[config.mk]
export PLATFORM = sky130hd
export DESIGN_NAME = adc3wire_cmd_queue_flat
export DESIGN_NICKNAME = d
export VERILOG_FILES = /design/src/rtl/adc3wire_cmd_queue_if.sv /design/src/rtl/adc3wire_cmd_queue.sv /design/src/flat_wrapper.sv
export SDC_FILE = /design/constraint.sdc
export NUM_CORES = 1
export LEC_CHECK = 0
export BUFFER_PORTS_ARGS = -buffer_cell sky130_fd_sc_hd__buf_2
export CAP_MARGIN = 20
export CORE_MARGIN = 8
export CORE_UTILIZATION = 40
export CTS_CLUSTER_DIAMETER = 80
export DETAILED_ROUTE_END_ITERATION = 16
export GPL_ROUTABILITY_DRIVEN = 0
export PLACE_DENSITY = 0.64
export SLEW_MARGIN = 20
export SYNTH_ARGS = -nofsm -noshare
export SYNTH_HDL_FRONTEND = slang
export SYNTH_SLANG_ARGS = --single-unit
[constraint.sdc]
create_clock -name clk -period 3.7 [get_ports clk]
set_input_delay 0.74 -clock clk [delete_from_list [all_inputs] [get_ports clk]]
set_output_delay 0.74 -clock clk [all_outputs]
set_load 0.01 [all_outputs]
[src/rtl/adc3wire_cmd_queue_if.sv]
// rtl/adc3wire_cmd_queue_if.sv - bus-side and shifter-side signal bundle for adc3wire_cmd_queue
interface adc3wire_cmd_queue_if #(
  parameter int DEPTH_LOG2 = 3
);
  // bus-side write port and flag clear
  logic                  wr_en;
  logic [3:0]            wr_addr;
  logic [15:0]           wr_data;
  logic                  ovf_clr;
  // shifter handshake
  logic                  config_start;
  logic [3:0]            config_addr;
  logic [15:0]           config_data;
  logic                  config_idle;
  logic                  config_done;
  // status back to the bus side
  logic                  busy;
  logic                  fifo_full;
  logic                  fifo_empty;
  logic [DEPTH_LOG2:0]   fifo_count;
  logic                  overflow;
  logic                  timeout_err;
  logic [15:0]           tx_count;

  // bus controller plus shifter: everything the queue consumes
  modport master (
    output wr_en, wr_addr, wr_data, ovf_clr, config_idle, config_done,
    input  config_start, config_addr, config_data, busy, fifo_full, fifo_empty,
           fifo_count, overflow, timeout_err, tx_count
  );

  // the command queue itself
  modport slave (
    input  wr_en, wr_addr, wr_data, ovf_clr, config_idle, config_done,
    output config_start, config_addr, config_data, busy, fifo_full, fifo_empty,
           fifo_count, overflow, timeout_err, tx_count
  );
endinterface

[src/rtl/adc3wire_cmd_queue.sv]
// rtl/adc3wire_cmd_queue.sv - command FIFO and sequencer feeding the ADC 3-wire shifter (optional ADC3WIRE_INIT_SEQ_EN boot sequence)
module adc3wire_cmd_queue #(
  parameter int DEPTH_LOG2 = 3,
  parameter int GAP_CYCLES = 16,
  parameter int TIMEOUT    = 1023
) (
  input  logic                clk,
  input  logic                rst_n,
  adc3wire_cmd_queue_if.slave cq
);

  localparam int                    DEPTH    = 1 << DEPTH_LOG2;
  localparam logic [7:0]            GAP_LOAD = 8'(GAP_CYCLES);
  localparam logic [15:0]           TO_LAST  = 16'(TIMEOUT - 1);
  localparam logic [DEPTH_LOG2-1:0] PTR_ONE  = DEPTH_LOG2'(1);
  localparam logic [DEPTH_LOG2:0]   CNT_ONE  = (DEPTH_LOG2 + 1)'(1);

`ifdef ADC3WIRE_INIT_SEQ_EN
  typedef enum logic [1:0] {
    S_INIT  = 2'd0,
    S_IDLE  = 2'd1,
    S_ISSUE = 2'd2,
    S_WAIT  = 2'd3
  } state_t;
  localparam state_t RESET_STATE = S_INIT;
`else
  typedef enum logic [1:0] {
    S_IDLE  = 2'd0,
    S_ISSUE = 2'd1,
    S_WAIT  = 2'd2
  } state_t;
  localparam state_t RESET_STATE = S_IDLE;
`endif

  // FIFO storage and bookkeeping
  logic [19:0]           mem_q [DEPTH];
  logic [DEPTH_LOG2-1:0] wr_ptr_q, wr_ptr_d;
  logic [DEPTH_LOG2-1:0] rd_ptr_q, rd_ptr_d;
  logic [DEPTH_LOG2:0]   count_q, count_d;
  logic                  overflow_q, overflow_d;
  logic                  full, empty, push, pop, ovf_set;
  logic [19:0]           head;

  // sequencer state and registered outputs
  state_t                state_q;
  state_t                resume_state;
  logic                  config_start_q;
  logic [3:0]            config_addr_q;
  logic [15:0]           config_data_q;
  logic [7:0]            gap_q;
  logic [15:0]           to_cnt_q;
  logic [15:0]           tx_count_q;
  logic                  timeout_err_q;
  logic                  gap_expired;

`ifdef ADC3WIRE_INIT_SEQ_EN
  logic [1:0]            init_idx_q;
  logic [19:0]           init_cmd;

  // the two boot commands, selected by how many have already gone out
  assign init_cmd     = (init_idx_q == 2'd0) ? {4'h0, 16'h7FFF} : {4'h1, 16'hBAFF};
  // keep returning to INIT until both boot commands have been issued
  assign resume_state = (init_idx_q == 2'd2) ? S_IDLE : S_INIT;
`else
  assign resume_state = S_IDLE;
`endif

  // full/empty come straight off the count register, so no input reaches them
  assign full        = count_q[DEPTH_LOG2];
  assign empty       = (count_q == '0);
  // acceptance uses the pre-edge fullness, so a same-cycle pop never rescues a write
  assign push        = cq.wr_en & ~full;
  assign ovf_set     = cq.wr_en & full;
  assign head        = mem_q[rd_ptr_q];
  assign gap_expired = (gap_q == 8'd0);
  assign pop         = (state_q == S_IDLE) & ~empty & cq.config_idle & gap_expired;

  // next-state for pointers, occupancy and the sticky overflow (set beats clear)
  always_comb begin
    wr_ptr_d   = wr_ptr_q;
    rd_ptr_d   = rd_ptr_q;
    count_d    = count_q;
    overflow_d = (overflow_q & ~cq.ovf_clr) | ovf_set;
    if (push) wr_ptr_d = wr_ptr_q + PTR_ONE;
    if (pop)  rd_ptr_d = rd_ptr_q + PTR_ONE;
    case ({push, pop})
      2'b10:   count_d = count_q + CNT_ONE;
      2'b01:   count_d = count_q - CNT_ONE;
      default: count_d = count_q;
    endcase
  end

  // FIFO payload; stale contents are harmless because reset clears the pointers
  always_ff @(posedge clk) begin
    if (push) mem_q[wr_ptr_q] <= {cq.wr_addr, cq.wr_data};
  end

  // FIFO pointers, occupancy and overflow flag
  always_ff @(posedge clk or negedge rst_n) begin
    if (!rst_n) begin
      wr_ptr_q   <= '0;
      rd_ptr_q   <= '0;
      count_q    <= '0;
      overflow_q <= 1'b0;
    end else begin
      wr_ptr_q   <= wr_ptr_d;
      rd_ptr_q   <= rd_ptr_d;
      count_q    <= count_d;
      overflow_q <= overflow_d;
    end
  end

  // sequencer: issue one command at a time, enforce the post-done gap, abort on timeout
  always_ff @(posedge clk or negedge rst_n) begin
    if (!rst_n) begin
      state_q        <= RESET_STATE;
      config_start_q <= 1'b0;
      config_addr_q  <= 4'h0;
      config_data_q  <= 16'h0000;
      gap_q          <= 8'd0;
      to_cnt_q       <= 16'd0;
      tx_count_q     <= 16'd0;
      timeout_err_q  <= 1'b0;
`ifdef ADC3WIRE_INIT_SEQ_EN
      init_idx_q     <= 2'd0;
`endif
    end else begin
      config_start_q <= 1'b0;
      timeout_err_q  <= timeout_err_q & ~cq.ovf_clr;
      case (state_q)
`ifdef ADC3WIRE_INIT_SEQ_EN
        S_INIT: begin
          if (cq.config_idle && gap_expired) begin
            config_addr_q  <= init_cmd[19:16];
            config_data_q  <= init_cmd[15:0];
            config_start_q <= 1'b1;
            init_idx_q     <= init_idx_q + 2'd1;
            state_q        <= S_ISSUE;
          end else if (!gap_expired) begin
            gap_q <= gap_q - 8'd1;
          end
        end
`endif
        S_IDLE: begin
          if (pop) begin
            config_addr_q  <= head[19:16];
            config_data_q  <= head[15:0];
            config_start_q <= 1'b1;
            state_q        <= S_ISSUE;
          end else if (!gap_expired) begin
            gap_q <= gap_q - 8'd1;
          end
        end
        S_ISSUE: begin
          to_cnt_q <= 16'd0;
          state_q  <= S_WAIT;
        end
        S_WAIT: begin
          if (cq.config_done) begin
            tx_count_q <= tx_count_q + 16'd1;
            gap_q      <= GAP_LOAD;
            state_q    <= resume_state;
          end else if (to_cnt_q == TO_LAST) begin
            timeout_err_q <= 1'b1;
            state_q       <= resume_state;
          end else begin
            to_cnt_q <= to_cnt_q + 16'd1;
          end
        end
        default: state_q <= S_IDLE;
      endcase
    end
  end

  assign cq.config_start = config_start_q;
  assign cq.config_addr  = config_addr_q;
  assign cq.config_data  = config_data_q;
  assign cq.fifo_count   = count_q;
  assign cq.fifo_full    = full;
  assign cq.fifo_empty   = empty;
  assign cq.overflow     = overflow_q;
  assign cq.timeout_err  = timeout_err_q;
  assign cq.tx_count     = tx_count_q;
  assign cq.busy         = (state_q != S_IDLE) | ~empty;

endmodule

[src/flat_wrapper.sv]
// flat-port wrapper written by rule: the top's interface ports become plain ports
module adc3wire_cmd_queue_flat 
#(
  parameter int DEPTH_LOG2 = 3,
  parameter int GAP_CYCLES = 16,
  parameter int TIMEOUT    = 1023
)
  (clk, rst_n, cq_wr_en, cq_wr_addr, cq_wr_data, cq_ovf_clr, cq_config_idle, cq_config_done, cq_config_start, cq_config_addr, cq_config_data, cq_busy, cq_fifo_full, cq_fifo_empty, cq_fifo_count, cq_overflow, cq_timeout_err, cq_tx_count);
  adc3wire_cmd_queue_if #(.DEPTH_LOG2(DEPTH_LOG2)) cq_i ();
  input  logic clk;
  input  logic rst_n;
  input wire logic [$bits(cq_i.wr_en)-1:0] cq_wr_en;
  input wire logic [$bits(cq_i.wr_addr)-1:0] cq_wr_addr;
  input wire logic [$bits(cq_i.wr_data)-1:0] cq_wr_data;
  input wire logic [$bits(cq_i.ovf_clr)-1:0] cq_ovf_clr;
  input wire logic [$bits(cq_i.config_idle)-1:0] cq_config_idle;
  input wire logic [$bits(cq_i.config_done)-1:0] cq_config_done;
  output wire logic [$bits(cq_i.config_start)-1:0] cq_config_start;
  output wire logic [$bits(cq_i.config_addr)-1:0] cq_config_addr;
  output wire logic [$bits(cq_i.config_data)-1:0] cq_config_data;
  output wire logic [$bits(cq_i.busy)-1:0] cq_busy;
  output wire logic [$bits(cq_i.fifo_full)-1:0] cq_fifo_full;
  output wire logic [$bits(cq_i.fifo_empty)-1:0] cq_fifo_empty;
  output wire logic [$bits(cq_i.fifo_count)-1:0] cq_fifo_count;
  output wire logic [$bits(cq_i.overflow)-1:0] cq_overflow;
  output wire logic [$bits(cq_i.timeout_err)-1:0] cq_timeout_err;
  output wire logic [$bits(cq_i.tx_count)-1:0] cq_tx_count;
  assign cq_i.wr_en = cq_wr_en;
  assign cq_i.wr_addr = cq_wr_addr;
  assign cq_i.wr_data = cq_wr_data;
  assign cq_i.ovf_clr = cq_ovf_clr;
  assign cq_i.config_idle = cq_config_idle;
  assign cq_i.config_done = cq_config_done;
  assign cq_config_start = cq_i.config_start;
  assign cq_config_addr = cq_i.config_addr;
  assign cq_config_data = cq_i.config_data;
  assign cq_busy = cq_i.busy;
  assign cq_fifo_full = cq_i.fifo_full;
  assign cq_fifo_empty = cq_i.fifo_empty;
  assign cq_fifo_count = cq_i.fifo_count;
  assign cq_overflow = cq_i.overflow;
  assign cq_timeout_err = cq_i.timeout_err;
  assign cq_tx_count = cq_i.tx_count;
  adc3wire_cmd_queue #(.DEPTH_LOG2(DEPTH_LOG2), .GAP_CYCLES(GAP_CYCLES), .TIMEOUT(TIMEOUT)) u_core (.clk(clk), .rst_n(rst_n), .cq(cq_i));
endmodule
==> results.md, run 1 <==
- Post-Syn Nets: about 630
- Leak Pwr: approximately 4.1 nW
- Reg-to-Reg End: u_core.cq.fifo_count[2]$_DFFE_PN0P_
- Detail Route Antenna Nets: 0
- Internal: 4.67 mW
- Critical path arrival: approximately 3300 ps
- TritonCTS clock tree: yes
- Largest net degree at the start of global routing: 76
- Sw frac: a little under a quarter
- H-tree depth: 1
- Post-cts resize count: 0
- Flop2flop setup slack: ~800 ps
- Unrepaired setup endpoints after global routing: false
- Post-synthesis sequential area ratio: between 60% and 70%
- Ys Warns: 0
- Net Switching: 1.40 mW
- Initial Util: 40.8%
- Pre-CTS WS: ~810 ps
- Worst R2R Start: u_core.gap_q[0]$_DFFE_PN0P_
- # setup viols final: 0
- Max-slew violation count: 0
- Layout cells sized above 1: between 20 and 30%
- WP data required: a little over 4000 ps
- Routed length per instance: around 19 um
- Area growth syn-to-layout: 16.2%
- Routed via count: 5327
- Dpl hpwl: approximately 12000 um
- Layout Nets: 710
- VDD IR max: 0.000464 V
- First-pass GRT wire length: 30500 um
- Async set-reset flop share out of synthesis: a little under a third
- Routed vias/inst: between 5 and 6
- Crit Path Category: reg2reg
- IO Port Bufs: 71
- Cts hold-fix bufs: 0
- Final Cycle Share: about four fifths
- CP max FO: 6
- Crit path time final: around 2900 ps
- Post-synth EDFFs: between 150 and 200
- Worst Setup Start Kind: register
- Type of destination of the critical path: register
- Max Fclk: 0.345 GHz
- Slew margin rel.: approximately 25%
- Part of the power in the clock network: between 40 and 50%
- Most used DFF post-synth: edfxtp_1
- Die W: ~170 um
- Area of the multi-input gates: around 2800 um^2
- Total Wirelength: 19300 um
- ANT cells: 0
- Synthesized area per cell: 16.2 um^2
- Cell chosen for the clock root: clkbuf_16
- Clock skew: about 20 ps
- DR iter-0 viols: around 500
- Hold Crit Class: in2async
- Most frequent cells in the layout: 160 x edfxtp_1, 73 x dfrtp_1, 70 x buf_2, 40 x mux4_2, 39 x nor2_1
- Final setup TNS: 0 ps
- DIE AREA: between 20000 and 30000 um^2
- Post-synthesis register bit count: between 200 and 250
- Clock Path Buffers: 3
- Final hold vios: 0
- Initial antenna violation count: 2
- CTS Sinks: 235
- # rows: 56
- Number of global-route vias before repair: around 5600
- R2R cell count: 11
- All-Layer GR Usage: 13.3%
- Cell Pwr Density: ~540 nW/um^2
- Sequential cell area: about 6700 um^2
- Core area: ~24000 um^2
- Comb power frac: under 10%
- Fill cells: roughly 2100
- Commonest non-fill, non-tap cell in the layout: edfxtp_1
- Reg power frac: between 50 and 60%
- Distinct cells, synth: 50
- Postcts setup bufs: 0
- Clk_lat worst skew: between 500 and 600 ps
- Synthesized instance count: roughly 590
- # Max-Cap Violations: 0
- IO Count: about 70
- Slew @ Worst Pin: 1120 ps
- DRC viols: 0
- Post-Syn Area: roughly 9600 um^2
- Die Y: approximately 170 um
- Worst-path clk slew: 60 ps
- Cts bufs inserted: 24
- 1st-pass router iterations: 4
- WHS: 273 ps
- Outcome: complete, no violations
- Setup slack after layout: between 700 and 800 ps
- Grt total ovfl: 0
## per-stage QoR
step	utilization, %	total power, mW	cells	instance area [um^2]
finish	47.4	6.06	1011	11200
detailed placement	43.9	3.70	967	10300
global route	47.4	6.30	1011	11200
global placement	43.9	3.66	967	10300
CTS	47.4	6.15	1011	11200
floorplan	-	3.45	591	9600
## worst max-delay path by stage
| stage | start | slack (ps) | to |
|---|---|---|---|
| 3_5_place_dp | u_core.gap_q[0]$_DFFE_PN0P_ | 810 | u_core.cq.fifo_count[2]$_DFFE_PN0P_ |
| 3_3_place_gp | u_core.gap_q[0]$_DFFE_PN0P_ | 970 | u_core.cq.fifo_count[2]$_DFFE_PN0P_ |
| 6_report | u_core.gap_q[0]$_DFFE_PN0P_ | 800 | u_core.cq.fifo_count[2]$_DFFE_PN0P_ |
| 5_1_grt | u_core.gap_q[0]$_DFFE_PN0P_ | 600 | u_core.cq.fifo_count[2]$_DFFE_PN0P_ |
| 2_1_floorplan | cq_wr_en | 650 | u_core.mem_q[0][0]$_DFFE_PP_ |
| 4_1_cts | u_core.gap_q[0]$_DFFE_PN0P_ | 790 | u_core.cq.fifo_count[2]$_DFFE_PN0P_ |
## metal layers
metal / global-route usage (%) / up-vias / wire length [um]
met1: 17.0 / 2699 / 8200
met5: 0 / - / 17
met2: 22.5 / 125 / 9500
met4: 3.52 / 4 / 419
li1: - / 2462 / -
met3: 3.13 / 37 / 1160
## cells in the mapped netlist (2+ instances only)
cell type / instances / area, um^2
a21o_1: 3 / 22.5
a21oi_1: 30 / 150
and2_1: 3 / 18.8
and3_1: 2 / 12.5
and4_1: 4 / 35.0
buf_1: 4 / 15.0
buf_2: 7 / 35.0
buf_6: 2 / 22.5
clkbuf_1: 13 / 48.8
dfrtp_1: 75 / 1880
edfxtp_1: 160 / 4800
ha_1: 10 / 125
inv_1: 10 / 37.5
mux2_2: 3 / 33.8
mux2i_1: 24 / 240
mux4_2: 40 / 901
nand2_1: 29 / 109
nand2b_1: 8 / 50.1
nand3_1: 11 / 55.1
nand3b_1: 2 / 15.0
nand4_1: 3 / 18.8
nand4b_1: 5 / 43.8
nor2_1: 39 / 146
nor2b_1: 3 / 18.8
nor3_1: 12 / 60.1
nor3b_1: 3 / 22.5
nor4_1: 11 / 68.8
o211ai_1: 4 / 30.0
o21ai_0: 9 / 45.0
o311ai_0: 3 / 26.3
o31a_1: 2 / 17.5
o31ai_1: 5 / 37.5
o41ai_1: 6 / 52.6
or2_2: 2 / 12.5
or3_1: 4 / 25.0
or4_1: 4 / 30.0
xnor2_1: 13 / 114
xor2_1: 11 / 96.3
## registers in the layout (all words and copies together), names as in the netlist, 3 cells and up
name and flops:
u_core.mem_q 160, u_core.cq.config_data 16, u_core.cq.tx_count 16, u_core.to_cnt_q 16
u_core.gap_q 8, u_core.cq.config_addr 4, u_core.cq.fifo_count 4, u_core.rd_ptr_q 3
u_core.wr_ptr_q 3
## cell type report
| type | count | area share [%] |
|---|---|---|
| inverter | 10 | 0.337 |
| clock inverter | 14 | 1.45 |
| multi-input combinational | 319 | 24.7 |
| tap | 319 | 3.58 |
| clock buffer | 30 | 5.77 |
| sequential | 235 | 59.9 |
| timing repair buffer | 84 | 4.23 |
## critical path, stage by stage (launching register included)
cell and delay, ps:
dfrtp_1 400, inv_1 90, ha_1 150, or4b_1 580, nor4_4 370, ha_1 320, xor2_1 110, ha_1 190
a21oi_1 180, xor2_1 180, nor2_1 70, xor2_1 140
## kinds of logic after synthesis
logic type                 after synthesis  synth area share [%]
and+or+nand+nor                        151                  8.49
adders and majority gates               10                  1.30
buffers and inverters                   37                  1.73
muxes                                   67                  12.2
xor gates and xnor gates                24                  2.19
AOI/OAI and AO/OA                       67                  4.41
DFF                                    235                  69.6
## power groups by stage
stage	logic, mW	registers (mW)	clock network [mW]
after floorplan	0.255	3.20	0
after global placement	0.463	3.19	0
after detailed placement	0.482	3.22	0
after CTS	0.485	3.16	2.50
after global routing	0.521	3.18	2.59
final	0.469	3.16	2.43
(Power assumes the default switching activity.)
==> inputs of run 2 (changes only) <==
clock period = 2.9 ns   (was 3.7 ns; I/O delays follow)
==> results.md, run 2 (synthesized netlist as in run 1, its figures left out) <==
- Outcome: complete, no violations
- Crit path time final: 2700 ps (-206 ps)
- Reg-to-Reg End: u_core.cq.fifo_count[2]$_DFFE_PN0P_
- Crit Path Category: reg2reg
- Commonest non-fill, non-tap cell in the layout: edfxtp_1
- # rows: 56 (unchanged)
- Most frequent cells in the layout: 160 x edfxtp_1, 74 x dfrtp_1, 70 x buf_2, 40 x mux4_2, 39 x nor2_1
- # placed instances: 976 (+0.93%)
- Worst R2R Start: u_core.gap_q[3]$_DFFE_PN0P_
- All-Layer GR Usage: 13.7% (+0.42 points)
- Routed length per instance: 19.2 um (+0.67%)
- Sequential cell area: 6680 um^2 (about the same)
- Type of destination of the critical path: register
- Finished Layout Cells: 1022 (+1.1%)
- Most flop-heavy register: u_core.mem_q
- Post-cts resize count: 0 (unchanged)
- Cell Pwr Density: 681 nW/um^2 (+25%)
- DRC viols: 0 (unchanged)
- 1st-pass router iterations: 4 (unchanged)
- Total length of routed met3 wires: 1310 um (+13%)
- Leak Pwr: 4.11 nW (+1.1%)
- Pre-CTS WS: 171 ps (-640 ps)
- Area of the multi-input gates: 2760 um^2 (about the same)
- Internal: 5.84 mW (+25%)
- Worst Setup Start Kind: register
- Crit path capture: u_core.cq.fifo_count[2]$_DFFE_PN0P_
- Net Switching: 1.79 mW (+28%)
- # setup viols final: 0 (unchanged)
- CTS Sinks: 235 (unchanged)
- Grt total ovfl: 0 (unchanged)
- Comb power frac: 7.9% (+0.2 points)
- Cts hold-fix bufs: 0 (unchanged)
- Max reg flops: 160 (unchanged)
- IO Port Bufs: 71 (unchanged)
- Detail Route Antenna Nets: 0 (unchanged)
- CP max FO: 6 (unchanged)
- H-tree depth: 1 (unchanged)
- Clock Path Buffers: 3 (unchanged)
- Cts bufs inserted: 25 (+4.2%)
- Part of the power in the clock network: 39.3% (-0.8 points)
- Clock skew: 18.5 ps (-1.92 ps)
- # Max-Cap Violations: 0 (unchanged)
- Slew @ Worst Pin: 836 ps (-288 ps)
- Dpl hpwl: 12000 um (+4.1%)
- DRT met1 WL: 8150 um (-0.57%)
- Setup slack after layout: 205 ps (-594 ps)
- Total Wirelength: 19600 um (+1.8%)
- Top routing layer in use: met5
- Fill cells: 2101 (+1.7%)
- Reg power frac: 52.8% (+0.7 points)
- ANT cells: 0 (unchanged)
- Routed met2 length: 9740 um (+2.5%)
- Routed via count: 5408 (+1.5%)
- Core area: 23500 um^2 (unchanged)
- DR iter-0 viols: 350 (-31%)
- Cell chosen for the clock root: clkbuf_16
- R2R cell count: 9 (-2)
- Initial antenna violation count: 1 (-1)
- Initial Util: 40.8% (unchanged)
- Final Cycle Share: 92.9% (+15 points)
- Design Power: 7.63 mW (+26%)
- Critical path arrival: 3100 ps (-190 ps)
- Max-slew violation count: 0 (unchanged)
- Flop2flop setup slack: 200 ps (-590 ps)
- Number of global-route vias before repair: 5802 (+4.1%)
- Final setup TNS: 0 ps (unchanged)
- Clk_lat worst skew: 540 ps (+20 ps)
- WP data required: 3300 ps (-780 ps)
- TritonCTS clock tree: yes
- Area growth syn-to-layout: 16.8%
- Max Fclk: 0.371 GHz (+7.6%)
- Unrepaired setup endpoints after global routing: false
- Hold Crit Class: in2async
- DIE AREA: 29200 um^2 (unchanged)
- Die Y: 171 um (unchanged)
- Worst-path clk slew: 60 ps (about the same)
- Postcts setup bufs: 0 (unchanged)
- Die W: 171 um (unchanged)
- IO Count: 72 (unchanged)
- Slew margin rel.: 44.3% (+19 points)
- Sw frac: 23.4% (+0.44 points)
- Worst Setup SP: u_core.gap_q[3]$_DFFE_PN0P_
- Layout cells sized above 1: 25.9% (+0.60 points)
- Layout Nets: 721 (+1.5%)
- VDD IR max: 0.000478 V (+3.1%)
- Largest net degree at the start of global routing: 62 (-18%)
- Final hold vios: 0 (unchanged)
- Routed vias/inst: 5.29 (+0.43%)
- First-pass GRT wire length: 31200 um (+2.5%)
## run 2: layout make-up
type	count	area share [%]
clock buffer	36	6.04
timing repair buffer	94	4.96
tap	319	3.56
inverter	10	0.335
sequential	235	59.6
multi-input combinational	319	24.6
clock inverter	9	0.826
## run 2: power by group through the flow
| stage | sequential, mW | clock (mW) | combinational (mW) |
|---|---|---|---|
| floorplan | 4.08 | 0 | 0.326 |
| detailed placement | 4.10 | 0 | 0.626 |
| global route | 4.06 | 3.20 | 0.678 |
| CTS | 4.03 | 3.08 | 0.628 |
| global placement | 4.08 | 0 | 0.605 |
| finish | 4.03 | 3.00 | 0.605 |
## run 2: critical path, stage by stage (launching register included)
cell and delay (ps):
dfrtp_1 440, or4_1 690, nor4_4 370, ha_2 300, xor2_1 90, ha_1 190
a21oi_1 140, xor2_1 160, nor2_1 60, xor2_1 140
## run 2: worst min-delay path by stage
| stage | startpoint | to | slack, ps | depth (start not counted) |
|---|---|---|---|---|
| after floorplan | rst_n | u_core.cq.config_addr[0]$_DFFE_PN0N_ | 280 | 0 |
| after global placement | u_core.cq.tx_count[15]$_DFFE_PN0P_ | u_core.cq.tx_count[15]$_DFFE_PN0P_ | 460 | 1 |
| after detailed placement | u_core.cq.tx_count[15]$_DFFE_PN0P_ | u_core.cq.tx_count[15]$_DFFE_PN0P_ | 470 | 1 |
| after CTS | rst_n | u_core.cq.config_addr[2]$_DFFE_PN0N_ | 190 | 1 |
| after global routing | rst_n | u_core.cq.fifo_count[0]$_DFFE_PN0P_ | 230 | 1 |
| final | rst_n | u_core.gap_q[6]$_DFFE_PN0P_ | 150 | 1 |
## run 2: through the flow
step / hold WS [ps] / util (%) / cell area [um^2]
after detailed placement: 474 / 44.3 / 10400
after global placement: 455 / 44.3 / 10400
after CTS: 191 / 47.6 / 11200
after floorplan: 284 / - / 9600
final: 149 / 47.6 / 11200
after global routing: 228 / 47.6 / 11200
## run 2: per-layer routing
metal  track usage [%]  up-vias
met2              23.7      132
li1                  -     2488
met1              17.2     2750
met5                 0        -
met4              3.48        2
met3              3.23       36
